### config.mk
export PLATFORM = sky130hd
export DESIGN_NAME = ws2812_rx_flat
export DESIGN_NICKNAME = d
export VERILOG_FILES = /design/src/rtl/ws2812_rx_if.sv /design/src/rtl/ws2812_rx.sv /design/src/flat_wrapper.sv
export SDC_FILE = /design/constraint.sdc
export NUM_CORES = 1
export LEC_CHECK = 0
export ABC_CLOCK_PERIOD_IN_PS = 2300
export BUFFER_PORTS_ARGS = -buffer_cell sky130_fd_sc_hd__buf_2
export CORE_UTILIZATION = 25
export CTS_BUF_LIST = sky130_fd_sc_hd__clkbuf_16
export DETAILED_ROUTE_END_ITERATION = 10
export PLACE_DENSITY = 0.5
export SETUP_SLACK_MARGIN = 0.4
export SLEW_MARGIN = 30
export SYNTH_ARGS = -nofsm -noshare
export SYNTH_HDL_FRONTEND = slang
export SYNTH_SLANG_ARGS = --single-unit
### constraint.sdc
create_clock -name clk -period 2.3 [get_ports clk]
set_input_delay 0.46 -clock clk [delete_from_list [all_inputs] [get_ports clk]]
set_output_delay 0.46 -clock clk [all_outputs]
set_load 0.01 [all_outputs]
### src/rtl/ws2812_rx_if.sv
// WS2812 receive bundle: the serial line in, decoded pixel words and frame status out.
// Latency: n/a (signal bundle only).
// Backpressure: none; pixel_valid and frame_end are single-cycle strobes that cannot be stalled.
//
// master: decoder side (samples din, drives results). slave: consumer side.
interface ws2812_rx_if #(
  parameter int MAX_PIXELS = 8
) ();
  localparam int CNT_W = $clog2(MAX_PIXELS + 1);

  logic             din;
  logic [23:0]      pixel;
  logic             pixel_valid;
  logic [CNT_W-1:0] pixel_cnt;
  logic             frame_end;
  logic             error;

  modport master (
    input  din,
    output pixel, pixel_valid, pixel_cnt, frame_end, error
  );

  modport slave (
    output din,
    input  pixel, pixel_valid, pixel_cnt, frame_end, error
  );
endinterface

### src/rtl/ws2812_rx.sv
// WS2812 NRZ decoder: measures high-pulse widths, assembles 24-bit pixels MSB first, detects the latch gap.
// Latency: din falling edge to pixel_valid is 4 clk (2 sync, 1 edge register, 1 output register).
// Backpressure: none; results are strobes and the consumer must take them in the cycle they appear.
//
// Ports: clk, reset (synchronous, active-high), bus (ws2812_rx_if.master):
//   din in; pixel[23:0], pixel_valid, pixel_cnt, frame_end, error (sticky) out.
module ws2812_rx #(
  parameter int CLK_SPEED  = 25_000_000,
  parameter int MAX_PIXELS = 8
) (
  input  logic         clk,
  input  logic         reset,
  ws2812_rx_if.master  bus
);
  localparam int CNT_W   = $clog2(MAX_PIXELS + 1);
  localparam int T_MIN   = CLK_SPEED / 6_000_000;
  localparam int T_TH    = CLK_SPEED * 6 / 10_000_000;
  localparam int T_MAX   = CLK_SPEED / 500_000;
  localparam int T_LATCH = CLK_SPEED / 20_000;
  localparam int W       = $clog2(T_LATCH + 1);

  localparam logic [W:0]       LIM_MIN   = T_MIN[W:0];
  localparam logic [W:0]       LIM_TH    = T_TH[W:0];
  localparam logic [W:0]       LIM_MAX   = T_MAX[W:0];
  localparam logic [W:0]       LIM_LATCH = T_LATCH[W:0];
  localparam logic [W-1:0]     SAT_LATCH = T_LATCH[W-1:0];
  localparam logic [CNT_W-1:0] CNT_MAX   = MAX_PIXELS[CNT_W-1:0];

  typedef enum logic [1:0] {IDLE, HIGH, LOW, ERR} state_t;

  state_t           state;
  logic             s1, s2, s2_d;
  logic             rise_q, fall_q;
  logic [W-1:0]     width;
  logic [4:0]       bit_cnt;
  logic [22:0]      shift;
  logic [23:0]      pixel_q;
  logic             pixel_valid_q;
  logic [CNT_W-1:0] pixel_cnt_q;
  logic             frame_end_q;
  logic             error_q;

  // meas includes the current cycle, so on the cycle a falling edge is
  // handled it equals the number of cycles din was high.
  logic [W:0]   meas;
  logic [W-1:0] width_inc;
  logic         new_bit;

  always_comb begin
    meas      = {1'b0, width} + {{W{1'b0}}, 1'b1};
    width_inc = (meas >= LIM_LATCH) ? SAT_LATCH : meas[W-1:0];
    new_bit   = (meas >= LIM_TH);
  end

  always_ff @(posedge clk) begin
    if (reset) begin
      state         <= IDLE;
      s1            <= 1'b0;
      s2            <= 1'b0;
      s2_d          <= 1'b0;
      rise_q        <= 1'b0;
      fall_q        <= 1'b0;
      width         <= '0;
      bit_cnt       <= '0;
      shift         <= '0;
      pixel_q       <= '0;
      pixel_valid_q <= 1'b0;
      pixel_cnt_q   <= '0;
      frame_end_q   <= 1'b0;
      error_q       <= 1'b0;
    end else begin
      s1     <= bus.din;
      s2     <= s1;
      s2_d   <= s2;
      // Registered edge flags; s2_d holds the line level matching them.
      rise_q <= s2 & ~s2_d;
      fall_q <= ~s2 & s2_d;

      pixel_valid_q <= 1'b0;
      frame_end_q   <= 1'b0;

      // Cycle after frame_end: start a fresh count. Any error raised
      // below in this same cycle overrides the clear.
      if (frame_end_q) begin
        pixel_cnt_q <= '0;
        error_q     <= 1'b0;
      end

      case (state)
        IDLE: begin
          if (rise_q) begin
            state <= HIGH;
            width <= '0;
          end
        end

        HIGH: begin
          if (meas >= LIM_MAX) begin
            error_q <= 1'b1;
            state   <= ERR;
            width   <= '0;
          end else if (fall_q) begin
            width <= '0;
            if (meas < LIM_MIN) begin
              error_q <= 1'b1;
              state   <= ERR;
            end else begin
              state <= LOW;
              shift <= {shift[21:0], new_bit};
              if (bit_cnt == 5'd23) begin
                pixel_q       <= {shift, new_bit};
                pixel_valid_q <= 1'b1;
                bit_cnt       <= '0;
                if (pixel_cnt_q < CNT_MAX) pixel_cnt_q <= pixel_cnt_q + {{(CNT_W-1){1'b0}}, 1'b1};
              end else begin
                bit_cnt <= bit_cnt + 5'd1;
              end
            end
          end else begin
            width <= width_inc;
          end
        end

        LOW: begin
          if (meas >= LIM_LATCH) begin
            frame_end_q <= 1'b1;
            if (bit_cnt != 5'd0) error_q <= 1'b1;  // partial pixel dropped
            bit_cnt <= '0;
            shift   <= '0;
            width   <= '0;
            state   <= rise_q ? HIGH : IDLE;
          end else if (rise_q) begin
            state <= HIGH;
            width <= '0;
          end else begin
            width <= width_inc;
          end
        end

        ERR: begin
          // Edges are ignored; only an unbroken low of T_LATCH recovers.
          if (s2_d) begin
            width <= '0;
          end else if (meas >= LIM_LATCH) begin
            frame_end_q <= 1'b1;
            bit_cnt     <= '0;
            shift       <= '0;
            width       <= '0;
            state       <= IDLE;
          end else begin
            width <= width_inc;
          end
        end

        default: state <= IDLE;
      endcase
    end
  end

  assign bus.pixel       = pixel_q;
  assign bus.pixel_valid = pixel_valid_q;
  assign bus.pixel_cnt   = pixel_cnt_q;
  assign bus.frame_end   = frame_end_q;
  assign bus.error       = error_q;
endmodule

### src/flat_wrapper.sv
// flat-port wrapper written by rule: the top's interface ports become plain ports
module ws2812_rx_flat 
#(
  parameter int CLK_SPEED  = 25_000_000,
  parameter int MAX_PIXELS = 8
)
  (clk, reset, bus_din, bus_pixel, bus_pixel_valid, bus_pixel_cnt, bus_frame_end, bus_error);
  ws2812_rx_if #(.MAX_PIXELS(MAX_PIXELS)) bus_i ();
  input  logic clk;
  input  logic reset;
  input wire logic [$bits(bus_i.din)-1:0] bus_din;
  output wire logic [$bits(bus_i.pixel)-1:0] bus_pixel;
  output wire logic [$bits(bus_i.pixel_valid)-1:0] bus_pixel_valid;
  output wire logic [$bits(bus_i.pixel_cnt)-1:0] bus_pixel_cnt;
  output wire logic [$bits(bus_i.frame_end)-1:0] bus_frame_end;
  output wire logic [$bits(bus_i.error)-1:0] bus_error;
  assign bus_i.din = bus_din;
  assign bus_pixel = bus_i.pixel;
  assign bus_pixel_valid = bus_i.pixel_valid;
  assign bus_pixel_cnt = bus_i.pixel_cnt;
  assign bus_frame_end = bus_i.frame_end;
  assign bus_error = bus_i.error;
  ws2812_rx #(.CLK_SPEED(CLK_SPEED), .MAX_PIXELS(MAX_PIXELS)) u_core (.clk(clk), .reset(reset), .bus(bus_i));
endmodule
==> impl_results.md <==
- CTS root buffer: clkbuf_16
- Time the worst path needs with I/O delays and setup: ~2.6 ns
- H-tree levels: 3
- Launch point of the worst path: u_core.width[1]$_SDFFE_PP0P_
- Via count: about 3600
- Initial core utilization: 0.2596
- Hold slack: 0.3405 ns
- Synth Area in XOR/XNOR: 0.002393
- Setup slack, reg-to-reg: -0.31 ns
- Lkg Pwr: 0.002050 uW
- Status: finished with violations
- Crit path max-delay cell type: dfxtp_4
- CTS Buf Count: 9
- Num rows: 43
- Worst reg-to-reg path cell count: 11
- Adder-Cell Fraction of Synth Area: 0.03761
- Hold WC Path Type: in2reg
- Setup ws final: -0.3078 ns
- 1st-iter DRT viols: 228
- CTS tree: built
- TritonRoute pass-1 iters: 4
- Yosys cell types: 61
- Mean post-synth cell area: between 8 and 9 um2
- Setup Slack @ Placement: -0.2223 ns
- Residual DRC: 0
- CP delay by family, top: compound AO/OA/AOI/OAI gates
- Fin area: ~0.0056 mm2
- Most frequent cells in the layout: nand2_1 (89), dfxtp_1 (75), buf_4 (63)
- Initial antenna violation count: 0
- Cell breakdown of the critical path: ha_4, buf_6, and2_4, a21o_1, a21oi_2, buf_4, nand4_1, a221oi_4, o21ai_2, nor2b_4, mux2_4
- Final Hold Viols: 0
- Post-detail-place hpwl: 6.884 mm
- Top_reg_cell synth: dfxtp_1
- Post-Syn Nets: 470
- Slew Limit Fails: 0
- First-pass GRT wire length: 17.04 mm
- Worst Tran Pin Value: between 0.7 and 0.8 ns
- Maxcap violations: 0
- Most common cell after layout, fill and taps aside: nand2_1
- Sequential cell area fraction in the yosys report: 0.4212
- Internal power consumption: around 2300 uW
- Worst Setup Start Kind: flip-flop
- Crit-path max FO: 5
- # IOs: 34
- Violated checks: negative setup slack
- Placed inst area: roughly 0.0045 mm2
- Hold-fix buffers, CTS: 0
- Setup Skew: a little over 0.01 ns
- Sink Count: 77
- Synth Instances: 456
- Placeable Area: 0.01410 mm2
- Post-Synth Simple-Gate Area: 0.2643
- WP depth: 11
- Layout cell share with drive strength beyond 1: 0.4609
- Multiplexer area fraction after synthesis: 0.008889
- Worst reg2reg path endpoint: u_core.bit_cnt[0]$_SDFFE_PP0P_
- Fmax: approximately 380 MHz
- Port buffer count: 33
- Synth-to-Final Area Change: 54.32%
- Yosys reg bits: 77
- Final nets: 571
- RSZ-0062 raised after global routing: true
- # diodes: 0
- RePlAce Congestion: 0.8376
- Grt ovf: 0
- Period Utilization, post-route: 1.134
- EDFF count, synth: 0
- Worst VDD drop: ~0.44 mV
- Worst-Skew Late Latency: 0.34 ns
- Reg power frac: 0.445
- Critical Path Sink Type: flip-flop
- Vias in the first global route: 3447
- Sw power: 765.5 uW
- Routed wire per std cell: 14.35 um
- Clock network power share: 0.483
- Power Dens Cells: 538.1 mW/mm2
- CP Data Arrival Time: 2.83 ns
- Power, Total: ~3000 uW
- CTS Buffer Depth: 2
- Async set-or-reset flop fraction in the synthesized netlist: 0
- Syn Std Cell Area: 0.003660 mm2
- Drt via density: 4.885
- Main combinational cell family by area after synthesis: simple AND/OR/NAND/NOR gates
- Yosys Warn Count: 0
- Max incr delay on CP: 0.37 ns
- Comb pwr share: 0.072
- GRT Total Usage: 0.1443
- Reg clk slew, reported paths: 0.07 ns
- Worst reg2reg path startpoint: u_core.width[1]$_SDFFE_PP0P_
- WS Path Type: reg2reg
- Chip height: 123.0 um
- Die width: 123.0 um
- Setup crit end: u_core.bit_cnt[0]$_SDFFE_PP0P_
- Final ANT Viol Nets: 0
- Normalized max-slew margin: 0.5151
- Buf/Inv on CP: 2
- Critical Path RT: ~2.5 ns
- Sw Ratio: 0.2519
- Die Area: about 0.015 mm2
- Final Setup Violations: slightly above 70
- Compound-cell area share of the yosys netlist: 0.2096
- Final wirelength: 10.65 mm
- Largest net degree at the start of global routing: between 50 and 60
==> power by group through the flow <==
stage | Sequential (uW) | Combinational [uW] | Clock [uW]
global placement | 1380 | 182 | 0
finish | 1350 | 220 | 1470
floorplan | 1380 | 115 | 0
global route | 1350 | 242 | 1560
detailed placement | 1380 | 182 | 0
CTS | 1350 | 195 | 1500
==> routing by layer <==
layer  vias up  track usage  share of wire
li1       1810            -              -
met1      1725       0.1942           0.48
met2        72       0.2247           0.47
met3        18      0.02629          0.036
met4         0      0.06325          0.022
met5         -            0              0
==> synth_stat cells, types with 3 or more instances <==
cell,n,area share
nor4_1,3,0.0051
buf_2,11,0.015
dfxtp_1,77,0.42
a31o_2,3,0.0072
and2_1,4,0.0068
nor3_1,6,0.0082
inv_1,17,0.017
nor3b_1,3,0.0062
o21ai_0,9,0.012
clkbuf_1,16,0.016
a21oi_1,63,0.086
o22ai_1,5,0.0085
or2_2,3,0.0051
nand4_1,9,0.015
or3_1,5,0.0085
nand3_1,33,0.045
a31oi_1,7,0.012
nand3b_1,3,0.0062
nor2b_1,7,0.012
ha_1,11,0.038
nand2_1,100,0.10
a21o_1,4,0.0082
nor2_1,10,0.010
a311oi_1,3,0.0072
==> per-stage QoR <==
step	instances	TNS (ns)	utilization
after floorplan	456	-0.3844	-
after global placement	699	-4.960	0.3205
after detailed placement	699	-6.969	0.3205
after CTS	734	-7.689	0.3741
after global routing	742	-19.75	0.4007
final	742	-12.58	0.4007
==> worst reg2reg max path, stage by stage, from the launching register on <==
cell and delay (ns):
dfxtp_4 0.37, ha_4 0.19, buf_6 0.12, and2_4 0.17
a21o_1 0.17, a21oi_2 0.17, buf_4 0.14, nand4_1 0.25
a221oi_4 0.37, o21ai_2 0.12, nor2b_4 0.15, mux2_4 0.27
==> flip-flops by register name (all words and copies together) (netlist names) <==
signal                  cells
u_core.width               11
u_core.rise_q               1
u_core.bus.pixel_cnt        4
u_core.bit_cnt              5
u_core.s1                   1
u_core.bus.frame_end        1
u_core.s2                   1
u_core.bus.pixel           24
u_core.s2_d                 1
u_core.state                2
u_core.shift               23
u_core.bus.pixel_valid      1
u_core.fall_q               1
u_core.bus.error            1
==> area by class of cell <==
type	count	area (um2)
fill	1404	8448
multi-input combinational	331	2505
sequential	77	1549
timing repair buffer	120	993.5
clock buffer	9	225.2
tap	180	225.2
clock inverter	7	80.08
inverter	18	70.07
==> kinds of logic (layout without fill, tap and decap cells) <==
logic type | after synthesis | in the layout
flip-flops | 77 | 77
AND/OR/NAND/NOR | 198 | 198
AO/OA/AOI/OAI | 118 | 118
adder cells (fa/ha/maj) | 11 | 11
XOR/XNOR | 1 | 1
buffers and inverters | 48 | 154
multiplexers | 3 | 3
==> worst min-delay path by stage <==
stage,startpoint,to,slack (ns),cells past startpoint
finish,bus_din,u_core.s1$_SDFF_PP0_,0.34,2
global route,bus_din,u_core.s1$_SDFF_PP0_,0.37,2
CTS,bus_din,u_core.s1$_SDFF_PP0_,0.34,2
detailed placement,u_core.s2$_SDFF_PP0_,u_core.fall_q$_SDFF_PP0_,0.41,1
global placement,u_core.s2$_SDFF_PP0_,u_core.fall_q$_SDFF_PP0_,0.40,1
floorplan,u_core.s2$_SDFF_PP0_,u_core.fall_q$_SDFF_PP0_,0.39,1
==> timing repair <==
| action | in CTS | in global routing |
|---|---|---|
| pin swaps | 49 | 45 |
| setup endpoints to repair | 72 | 72 |
| buffers inserted | 17 | 8 |
| resized for setup | 62 | 68 |
| gates cloned | 2 | 0 |
Note: power is estimated with default switching activity, not from simulation.
